**src/rtl/datapath_dst_demux13.sv**
```systemverilog
// 1:3 packet demultiplexer: steers an upstream valid/ready stream to port A, B or C.
// Define DEMUX_BCAST_EN to make S==2'b11 broadcast each beat to all three ports.
module datapath_dst_demux13 #(
    parameter int DWID   = 24,
    parameter int CH_NUM = 8,
    parameter int LEN_W  = 8
) (
    input  logic                           clk,
    input  logic                           rst,
    input  logic [1:0]                     S,
    input  logic [LEN_W-1:0]               pkt_len,
    input  logic                           Z_valid,
    output logic                           Z_ready,
    input  logic [CH_NUM-1:0][DWID-1:0]    Z_data,
    output logic                           A_valid,
    output logic                           B_valid,
    output logic                           C_valid,
    input  logic                           A_ready,
    input  logic                           B_ready,
    input  logic                           C_ready,
    output logic [CH_NUM-1:0][DWID-1:0]    A_data,
    output logic [CH_NUM-1:0][DWID-1:0]    B_data,
    output logic [CH_NUM-1:0][DWID-1:0]    C_data,
    output logic                           busy,
    output logic                           pkt_done
);

    typedef enum logic {IDLE, BUSY} state_t;

    state_t                        state;
    state_t                        state_nxt;
    logic [2:0]                    sel_q;
    logic [2:0]                    target;
    logic [2:0]                    slot_free;
    logic [2:0]                    out_valid;
    logic [2:0]                    out_ready;
    logic [CH_NUM-1:0][DWID-1:0]   out_data [3];
    logic [LEN_W-1:0]              len_q;
    logic [LEN_W-1:0]              cnt;
    logic                          hs;
    logic                          last;

    // One-hot destination mask, bit 0 = A, bit 1 = B, bit 2 = C.
    function automatic logic [2:0] decode(input logic [1:0] s);
        logic [2:0] d;
        d = s[1] ? 3'b100 : (s[0] ? 3'b010 : 3'b001);
`ifdef DEMUX_BCAST_EN
        if (s == 2'b11) d = 3'b111;
`endif
        return d;
    endfunction

    assign out_ready = {C_ready, B_ready, A_ready};
    assign slot_free = ~out_valid | out_ready;
    assign target    = (state == IDLE) ? decode(S) : sel_q;
    // Every selected destination must have room; unselected ones are masked off.
    assign Z_ready   = &(slot_free | ~target);
    assign hs        = Z_valid && Z_ready;
    assign last      = (state == IDLE) ? (pkt_len == '0) : (cnt == len_q);

    always_ff @(posedge clk or posedge rst) begin
        if (rst) state <= IDLE;
        else     state <= state_nxt;
    end

    always_comb begin
        state_nxt = state;
        if (hs) state_nxt = last ? IDLE : BUSY;
    end

    always_comb begin
        busy = (state == BUSY);
    end

    always_ff @(posedge clk or posedge rst) begin
        if (rst) begin
            sel_q    <= '0;
            len_q    <= '0;
            cnt      <= '0;
            pkt_done <= 1'b0;
        end else begin
            pkt_done <= hs && last;
            if (hs) begin
                if (state == IDLE) begin
                    if (!last) begin
                        sel_q <= decode(S);
                        len_q <= pkt_len;
                        cnt   <= LEN_W'(1);
                    end
                end else begin
                    cnt <= last ? '0 : cnt + LEN_W'(1);
                end
            end
        end
    end

    // Per-destination output stage: a load wins over a drain so beats stream back to back.
    always_ff @(posedge clk or posedge rst) begin
        if (rst) begin
            out_valid <= '0;
            for (int i = 0; i < 3; i++) out_data[i] <= '0;
        end else begin
            for (int i = 0; i < 3; i++) begin
                if (hs && target[i]) begin
                    out_valid[i] <= 1'b1;
                    out_data[i]  <= Z_data;
                end else if (out_ready[i]) begin
                    out_valid[i] <= 1'b0;
                end
            end
        end
    end

    assign A_valid = out_valid[0];
    assign B_valid = out_valid[1];
    assign C_valid = out_valid[2];
    assign A_data  = out_data[0];
    assign B_data  = out_data[1];
    assign C_data  = out_data[2];

endmodule

```
**config.mk**
```make
export PLATFORM = sky130hd
export DESIGN_NAME = datapath_dst_demux13
export DESIGN_NICKNAME = d
export VERILOG_FILES = /design/src/rtl/datapath_dst_demux13.sv
export SDC_FILE = /design/constraint.sdc
export NUM_CORES = 1
export LEC_CHECK = 0
export CAP_MARGIN = 20
export CORE_AREA = 2 2 310 312
export DETAILED_ROUTE_END_ITERATION = 7
export DIE_AREA = 0 0 312 314
export PLACE_DENSITY = 0.58
export SYNTH_ARGS = -nofsm -noshare
export SYNTH_HDL_FRONTEND = slang
export SYNTH_SLANG_ARGS = --single-unit
```
**constraint.sdc**
```tcl
create_clock -name clk -period 62.4 [get_ports clk]
set_input_delay 18.72 -clock clk [delete_from_list [all_inputs] [get_ports clk]]
set_output_delay 18.72 -clock clk [all_outputs]
set_load 0.02 [all_outputs]
```
==> impl_metrics.tcl, run 1 <==
set metrics [dict create \
    run_status "complete, no violations" \
    share_comb_of_total_power_pct 48.0 \
    cp-end-kind "output port" \
    drc 0 \
    crit_type "in2out" \
    detailroute.via_count 14468 \
    final_util_pct 37.0 \
    syn-num-nets 1543 \
    holdBufCountCts 0 \
    cts.sink_count 600 \
    synthesis.area_per_instance_um2 17.5 \
    path_max_fanout 6 \
    vdd_drop_max_mv 0.0360 \
    rows 113 \
    setup_repair_after_global_routing_missed_its_margin "false" \
    die_height_um 314 \
    final-seq-area_um2 15000 \
    final_period_minus_worst_setup_slack_ns 39.31 \
    post-cts-setup-buffers 0 \
    min_path_cells 1 \
    detailroute.wirelength.met2_um 35700 \
    cells_on_worst_reg2reg_path 8 \
    fmaxAchievable_ghz 0.0254 \
    total_length_of_routed_wires_um 69600 \
    die_area_um2 98000 \
    pwr_density_cell_nw_per_um2 62.7 \
    switching_share_pct 35.3 \
    worst-endpoint-arrival_ns 20.59 \
    drt_pre_antenna_iters 4 \
    worst-r2r-setup-slack_ns 57.96 \
    timing.max_slew.rel_slack_pct 28.8 \
    synth_ff_type "dfrtp_1" \
    multiInputGateArea_um2 7740 \
    detail_route.wirelength.met1_um 26400 \
    finClkSkew_ns 0.0223 \
    setup_tns_ns 0 \
    final-setup-viol-count 0 \
    synth_cell_types 41 \
    syn_area_um2 23400 \
    cts-buffers-inserted 71 \
    grt_usage_pct 13.8 \
    setup.worst_path.start "S[1]" \
    routed-wl-met3_um 5090 \
    synth_warnings 0 \
    cts_tree "built" \
    hold_path.startpoint "A_data[125]$_DFFE_PP0P_" \
    data_required_time_at_the_worst_endpoint_ns 43.68 \
    n_fill_cell 9030 \
    hold_violations 0 \
    clock_path_buffers 3 \
    number_of_global_route_vias_before_repair 15849 \
    grt_max_degree 161 \
    clk_latency_ns 0.62 \
    r2r-end "B_data[74]$_DFFE_PP0P_" \
    core_region_area_um2 94400 \
    cellLeakagePower_nw 14.8 \
    share_clk_of_total_power_pct 20.1 \
    timing_max_transition_violations_final 0 \
    overflow 0 \
    timing.hold.worst_endpoint "A_data[125]$_DFFE_PP0P_" \
    yosys.area.top_type "dfrtp_1" \
    tightestPinTransition_ns 1.07 \
    dp_hpwl_um 48700 \
    clkSlewWorstSetupHoldPaths_ns 0.06 \
    top_signal_layer_used "met5" \
    grt_antenna_before_repair 3 \
    maxCapViolations 0 \
    cell_internal_pwr_mw 1.42 \
    syn2layout_area_growth_pct 49.1 \
    portBuffers 789 \
    final_period_util_pct 63.0 \
    wl_per_cell_um 20.1 \
    ys_seq_elements 600 \
    power_switching_uw 772 \
    count_of_flip_flops_with_a_built_in_enable_after_synthesis 0 \
    grt_pass1_wl_um 104000 \
    postSynth.asyncResetShare_pct 100 \
    fin_nets 2354 \
    io_pins 790 \
    synthCells 1334 \
    gpl.final_weighted_congestion 0.792 \
    cts-root-buf "clkbuf_16" \
    dieWidth_um 312 \
    crit-reg2reg-launch "busy$_DFFE_PP0N_" \
    synth_top_area_share_pct 64.1 \
    most_common_cell_after_layout_fill_and_taps_aside "clkdlybuf4s50_1" \
    hold_path_class "reg2reg" \
    drtIter0Drc 558 \
    ys_seq_area_share_pct 64.1 \
    detail-route-antenna-nets 0 \
    highest_count_cells_in_the_layout_ignoring_fill_and_taps "clkdlybuf4s50_1, dfrtp_1, mux2_2" \
    htree_levels 3 \
    critPathLaunchType "input port" \
    synth.top_cells.by_area "dfrtp_1, mux2_2, mux2_4" \
    start_util_pct 24.8 \
    power.share.sequential_pct 31.9 \
    post_cts_resized 0 \
    avgViaCountPerCell 4.17 \
    drive_above_1_share_pct 33.5 \
]
[cell families after synthesis]
group	Yosys count	share of synthesized area (%)
XOR/XNOR	8	0.299
multiplexers	589	30.8
AND/OR/NAND/NOR	45	1.05
adder cells (fa/ha/maj)	1	0.0534
AO/OA/AOI/OAI	23	0.764
buffers and inverters	68	2.93
flip-flops	600	64.1
[layer usage]
layer,GRT usage (%),up-vias
li1,-,6359
met1,15.4,7467
met2,24.3,518
met3,4.38,122
met4,5.99,2
met5,0,-
[how the worst max path moves through the flow]
stage                          to  slack (ns)  cells past startpoint
after floorplan           Z_ready       24.18                      3
after global placement    Z_ready       23.12                      5
after detailed placement  Z_ready       23.09                      5
after CTS                 Z_ready       23.08                      5
after global routing      Z_ready       23.00                      5
final                     Z_ready       23.09                      5
[state kept, by name (all words and copies together), names as in the netlist]
signal / count
A_data: 192
B_data: 192
C_data: 192
busy: 1
cnt: 8
len_q: 8
out_valid: 3
pkt_done: 1
sel_q: 3
[synthesized netlist by cell type (2+ instances only)]
library cell and n:
inv_1 3, a21o_1 5, nand2b_1 3, buf_12 11
buf_6 11, buf_4 22, mux2_4 149, nor2_1 10
a22oi_1 2, nor4_1 3, a21oi_1 2, buf_8 6
or2_2 3, and2_1 2, nand2_1 8, nand3_1 7
buf_2 15, xor2_1 8, dfrtp_1 600, a22o_1 5
mux2_2 438, o21ai_0 2
[final cells by class]
cell class / instances / share of cell area, %
Sequential cell: 600 / 43.0
Tap cell: 1265 / 4.53
Clock inverter: 31 / 1.25
Inverter: 3 / 0.0538
Timing Repair Buffer: 803 / 23.0
Antenna cell: 2 / 0.0143
Clock buffer: 96 / 5.94
Multi-Input combinational cell: 666 / 22.2
[critical path, stage by stage]
cell and delay, ns:
clkdlybuf4s50_1 0.54, or3_4 0.41, a21o_1 0.23, o211a_1 0.14, clkdlybuf4s50_1 0.54
[power groups by stage]
stage                     combinational (mW)  sequential (mW)  clock [mW]
after floorplan                        0.327            0.928           0
after global placement                  1.06            0.693           0
after detailed placement                1.06            0.703           0
after CTS                               1.07            0.700       0.455
after global routing                    1.10            0.723       0.471
final                                   1.05            0.698       0.439
[metrics by stage]
stage	hold WS, ns	instances	power, mW	instance area (µm²)	setup slack [ns]
floorplan	0.471	1334	1.25	23400	24.18
global placement	0.486	3337	1.75	32400	23.12
detailed placement	0.491	3337	1.77	32400	23.09
CTS	0.504	3464	2.22	34900	23.08
global route	0.511	3466	2.29	34900	23.00
finish	0.501	3466	2.19	34900	23.09
(Power assumes the default switching activity.)
==> run 2, diff against run 1 <==
- clock period: 62.4 -> 38.1 ns (I/O delays scaled with it)
==> run 2 against run 1 <==
Compared with the run above:
- non-clock buffer count up 2
- via count about the same
- cell area down 0.67%
- core utilization down 0.25 points
- clock skew down 0.0032 ns
==> impl_metrics.tcl, run 2 (synthesis results as in run 1) <==
set metrics [dict create \
    run_status "complete, no violations" \
    critPathLaunchType "input port" \
    post-cts-setup-buffers 0 \
    cells_on_worst_reg2reg_path 7 \
    number_of_global_route_vias_before_repair 16147 \
    htree_levels 3 \
    multiInputGateArea_um2 7740 \
    vdd_drop_max_mv 0.0518 \
    die_area_um2 98000 \
    clock_path_buffers 3 \
    timing.hold.worst_endpoint "A_data[84]$_DFFE_PP0P_" \
    grt_pass1_wl_um 104000 \
    io_pins 790 \
    cts-buffers-inserted 70 \
    dieWidth_um 312 \
    clkSlewWorstSetupHoldPaths_ns 0.05 \
    drc 0 \
    drive_above_1_share_pct 33.0 \
    final_period_util_pct 64.8 \
    detail-route-antenna-nets 0 \
    cts_tree "built" \
    r2r-end "C_data[125]$_DFFE_PP0P_" \
    core_region_area_um2 94400 \
    start_util_pct 24.8 \
    setup_tns_ns 0 \
    fmaxAchievable_ghz 0.0405 \
    tightestPinTransition_ns 1.13 \
    crit_path_top_delay_cell "clkdlybuf4s50_1" \
    timing_max_transition_violations_final 0 \
    worst-endpoint-arrival_ns 13.27 \
    hold_violations 0 \
    cellLeakagePower_nw 14.7 \
    drt_pre_antenna_iters 4 \
    syn2layout_area_growth_pct 48.1 \
    grt_max_degree 147 \
    cts-root-buf "clkbuf_16" \
    cts.sink_count 600 \
    share_clk_of_total_power_pct 18.6 \
    cp.buffers_inverters 2 \
    gpl.final_weighted_congestion 0.797 \
    path_max_fanout 6 \
    share_comb_of_total_power_pct 49.0 \
    rows 113 \
    crit-reg2reg-launch "busy$_DFFE_PP0N_" \
    timing.max_slew.rel_slack_pct 24.4 \
    cell_internal_pwr_mw 2.26 \
    detail_route.wirelength.met1_um 26200 \
    die_height_um 314 \
    dp_hpwl_um 49000 \
    overflow 0 \
    final-setup-viol-count 0 \
    pwr_density_cell_nw_per_um2 102 \
    detailroute.via_count 14455 \
    power_switching_mw 1.26 \
    top_signal_layer_used "met5" \
    worst-r2r-setup-slack_ns 33.59 \
    crit_path_max_incr_delay_ns 0.54 \
    switching_share_pct 35.7 \
    grt_usage_pct 13.8 \
    cp-end-kind "output port" \
    pre_cts_slack_ns 13.40 \
    clk_latency_ns 0.61 \
    total_length_of_routed_wires_um 69400 \
    cp_top_family "buffers and inverters" \
    data_required_time_at_the_worst_endpoint_ns 26.67 \
    holdBufCountCts 0 \
    highest_count_cells_in_the_layout_ignoring_fill_and_taps "clkdlybuf4s50_1, dfrtp_1, mux2_2" \
    finClkSkew_ns 0.0191 \
    grt_antenna_before_repair 5 \
    avgViaCountPerCell 4.17 \
    final_util_pct 36.7 \
    post_cts_resized 0 \
    drtIter0Drc 479 \
    timing.critical_path.cells "clkdlybuf4s50_1 > or3_4 > a21o_1 > o211a_1 > clkdlybuf4s50_1" \
    wl_per_cell_um 20.0 \
    portBuffers 789 \
    detailroute.wirelength.met2_um 35300 \
    power.share.sequential_pct 32.5 \
    final_period_minus_worst_setup_slack_ns 24.70 \
    routed-wl-met3_um 5400 \
    most_repeated_library_cell_on_the_critical_path "clkdlybuf4s50_1" \
    hold_path_class "reg2reg" \
    fin_nets 2355 \
    n_fill_cell 9118 \
    crit_type "in2out" \
    min_path_cells 1 \
    final-seq-area_um2 15000 \
    most_common_cell_after_layout_fill_and_taps_aside "clkdlybuf4s50_1" \
    setup_slack_ns 13.40 \
    maxCapViolations 0 \
    setup_repair_after_global_routing_missed_its_margin "false" \
    hold_path.startpoint "A_data[84]$_DFFE_PP0P_" \
]
-- run 2: area by class of cell --
type / count / area share [%]
flip-flops and latches: 600 / 43.3
repair buffers: 805 / 23.2
multi-input cells: 666 / 22.3
clock buffers: 107 / 6.10
well taps: 1265 / 4.57
clock inverters: 18 / 0.393
inverters: 3 / 0.0541
diodes: 4 / 0.0289
-- run 2: per-layer routing --
| layer | track usage, % | vias up |
|---|---|---|
| met1 | 15.2 | 7435 |
| met5 | 0 | - |
| li1 | - | 6361 |
| met4 | 5.95 | 2 |
| met3 | 5.01 | 134 |
| met2 | 24.1 | 523 |
-- run 2: how the worst max path moves through the flow --
| stage | startpoint | end | slack [ns] | cells past startpoint |
|---|---|---|---|---|
| 6_report | S[1] | Z_ready | 13.40 | 5 |
| 5_1_grt | S[1] | Z_ready | 13.36 | 5 |
| 4_1_cts | S[1] | Z_ready | 13.39 | 5 |
| 3_5_place_dp | S[1] | Z_ready | 13.40 | 5 |
| 3_3_place_gp | S[1] | Z_ready | 13.40 | 5 |
| 2_1_floorplan | rst | A_data[0]$_DFFE_PP0P_ | 9.88 | 1 |
-- run 2: through the flow --
stage	total power, mW	hold WS, ns	cell area (µm²)	std cells
floorplan	2.06	0.471	23400	1334
global placement	2.86	0.486	32400	3338
detailed placement	2.90	0.493	32400	3338
CTS	3.58	0.505	34600	3463
global route	3.70	0.511	34700	3468
finish	3.52	0.502	34700	3468
-- run 2: power by group through the flow --
| stage | logic [mW] | clock network (mW) | registers (mW) |
|---|---|---|---|
| 2_1_floorplan | 0.535 | 0 | 1.52 |
| 3_3_place_gp | 1.73 | 0 | 1.13 |
| 3_5_place_dp | 1.74 | 0 | 1.15 |
| 4_1_cts | 1.75 | 0.679 | 1.15 |
| 5_1_grt | 1.80 | 0.709 | 1.19 |
| 6_report | 1.72 | 0.654 | 1.14 |
==> run 3, diff against run 2 <==
- CORE_AREA: 2 2 310 312 -> 2 2 306 308
- DIE_AREA: 0 0 312 314 -> 0 0 308 310
- PLACE_DENSITY: 0.58 -> 0.6
- clock period: 38.1 -> 22.6 ns (I/O delays scaled with it)
==> run 3 against run 2 <==
Compared with the run above:
- critical endpoint unchanged
- register-to-register slack got worse by 15 ns
- core utilization increased by 0.78 points
- wire length down 0.94%
- largest power group unchanged
- worst setup slack got worse by 6.4 ns
- global-route usage hardly changed
- power is 70% higher
==> impl_metrics.tcl, run 3 (synthesis results as in run 1) <==
set metrics [dict create \
    hold_violations 0 \
    setup_repair_after_global_routing_missed_its_margin "false" \
    most_repeated_library_cell_on_the_critical_path "clkdlybuf4s50_1" \
    start_util_pct 25.3 \
    htree_levels 3 \
    clock_path_buffers 3 \
    cp_top_family "buffers and inverters" \
    grt_pass1_wl_um 102000 \
    grt_usage_pct 13.9 \
    clkSlewWorstSetupHoldPaths_ns 0.06 \
    cp.buffers_inverters 2 \
    rows 112 \
    n_fill_cell 8677 \
    syn2layout_area_growth_pct 48.1 \
    detailroute.via_count 14401 \
    cts-buffers-inserted 69 \
    final_util_pct 37.5 \
    drt_pre_antenna_iters 4 \
    cts-root-buf "clkbuf_16" \
    worst-endpoint-arrival_ns 8.78 \
    critPathLaunchType "input port" \
    maxCapViolations 0 \
    portBuffers 789 \
    total_length_of_routed_wires_um 68800 \
    timing_max_transition_violations_final 0 \
    final-seq-area_um2 15000 \
    dp_hpwl_um 48900 \
    grt_max_degree 168 \
    dieWidth_um 308 \
    min_path_cells 1 \
    highest_count_cells_in_the_layout_ignoring_fill_and_taps "clkdlybuf4s50_1, dfrtp_1, mux2_2" \
    clk_latency_ns 0.61 \
    cts_tree "built" \
    final-setup-viol-count 0 \
    cellLeakagePower_nw 14.8 \
    stdcell_count 3396 \
    gpl.final_weighted_congestion 0.771 \
    crit_path_max_incr_delay_ns 0.61 \
    number_of_global_route_vias_before_repair 16057 \
    fin_nets 2354 \
    cp-end-kind "output port" \
    core_region_area_um2 92500 \
    setup_tns_ns 0 \
    vdd_drop_max_mv 0.0853 \
    fmaxAchievable_ghz 0.0643 \
    run_status "complete, no violations" \
    cts.sink_count 600 \
    post_cts_resized 0 \
    cp_num_cells 5 \
    timing.critical_path.cells "clkdlybuf4s50_1 > nand2b_1 > a21o_1 > o211a_1 > clkdlybuf4s50_1" \
    tightestPinTransition_ns 0.983 \
    die_area_um2 95500 \
    drc 0 \
    cells_on_worst_reg2reg_path 7 \
    post-cts-setup-buffers 0 \
    die_height_um 310 \
    drtIter0Drc 707 \
    overflow 0 \
    finalHoldWorstSlack_ns 0.502 \
    total_power_consumption_mw 5.98 \
    crit_type "in2out" \
    io_pins 790 \
    multiInputGateArea_um2 7740 \
    hold_path_class "reg2reg" \
    holdBufCountCts 0 \
    grt_antenna_before_repair 3 \
    data_required_time_at_the_worst_endpoint_ns 15.82 \
    timing.max_slew.rel_slack_pct 34.4 \
    wl_per_cell_um 20.3 \
    path_max_fanout 4 \
    pwr_density_cell_nw_per_um2 172 \
    crit_path_top_delay_cell "clkdlybuf4s50_1" \
    drive_above_1_share_pct 33.2 \
    finClkSkew_ns 0.0233 \
    most_common_cell_after_layout_fill_and_taps_aside "clkdlybuf4s50_1" \
    final_period_util_pct 68.8 \
    place_inst 3271 \
    final_period_minus_worst_setup_slack_ns 15.56 \
    avgViaCountPerCell 4.24 \
    detail-route-antenna-nets 0 \
]
==> run 3: cell types whose count changed in the layout (fill, tap and decap cells not counted), moves of 2 or more <==
cell       previous run  this run
bufinv_16             0         6
clkbuf_1             17        11
clkbuf_8             18        14
clkinv_4              0         2
inv_6                 6         3
==> run 3: worst paths after layout <==
| check | start | end | slack (ns) |
|---|---|---|---|
| max in group asynchronous | rst | C_data[116]$_DFFE_PP0P_ | 13.92 |
| min in group asynchronous | rst | C_data[8]$_DFFE_PP0P_ | 6.56 |
| max reg2reg | busy$_DFFE_PP0N_ | C_data[117]$_DFFE_PP0P_ | 18.43 |
| min | A_data[4]$_DFFE_PP0P_ | A_data[4]$_DFFE_PP0P_ | 0.50 |
| max | A_ready | Z_ready | 7.04 |
| min reg2reg | A_data[4]$_DFFE_PP0P_ | A_data[4]$_DFFE_PP0P_ | 0.50 |
==> run 3: area by class of cell <==
class / instances / area share, %
flip-flops and latches: 600 / 43.3
diodes: 3 / 0.0217
multi-input cells: 666 / 22.3
repair buffers: 805 / 23.2
clock inverters: 26 / 0.982
inverters: 3 / 0.0433
well taps: 1197 / 4.32
clock buffers: 96 / 5.80
==> run 3: per-layer routing <==
| layer | global-route usage (%) | wire length (µm) |
|---|---|---|
| met1 | 15.3 | 25900 |
| met2 | 24.4 | 35000 |
| met3 | 5.09 | 6020 |
| met4 | 5.03 | 1830 |
| met5 | 0 | 0 |
==> run 3: per-stage QoR <==
step | setup WS, ns | area, µm²
finish | 7.04 | 34700
detailed placement | 7.05 | 32300
CTS | 7.04 | 34700
global placement | 7.05 | 32300
floorplan | 7.64 | 23400
global route | 6.99 | 34700
==> run 3: where the power goes <==
| group | total [mW] | internal (mW) | leakage, nW | switching, mW |
|---|---|---|---|---|
| clock network | 1.15 | 0.694 | 1.14 | 0.454 |
| registers | 1.93 | 1.62 | 7.12 | 0.308 |
| logic | 2.90 | 1.54 | 6.50 | 1.36 |
| total | 5.98 | 3.86 | 14.8 | 2.12 |
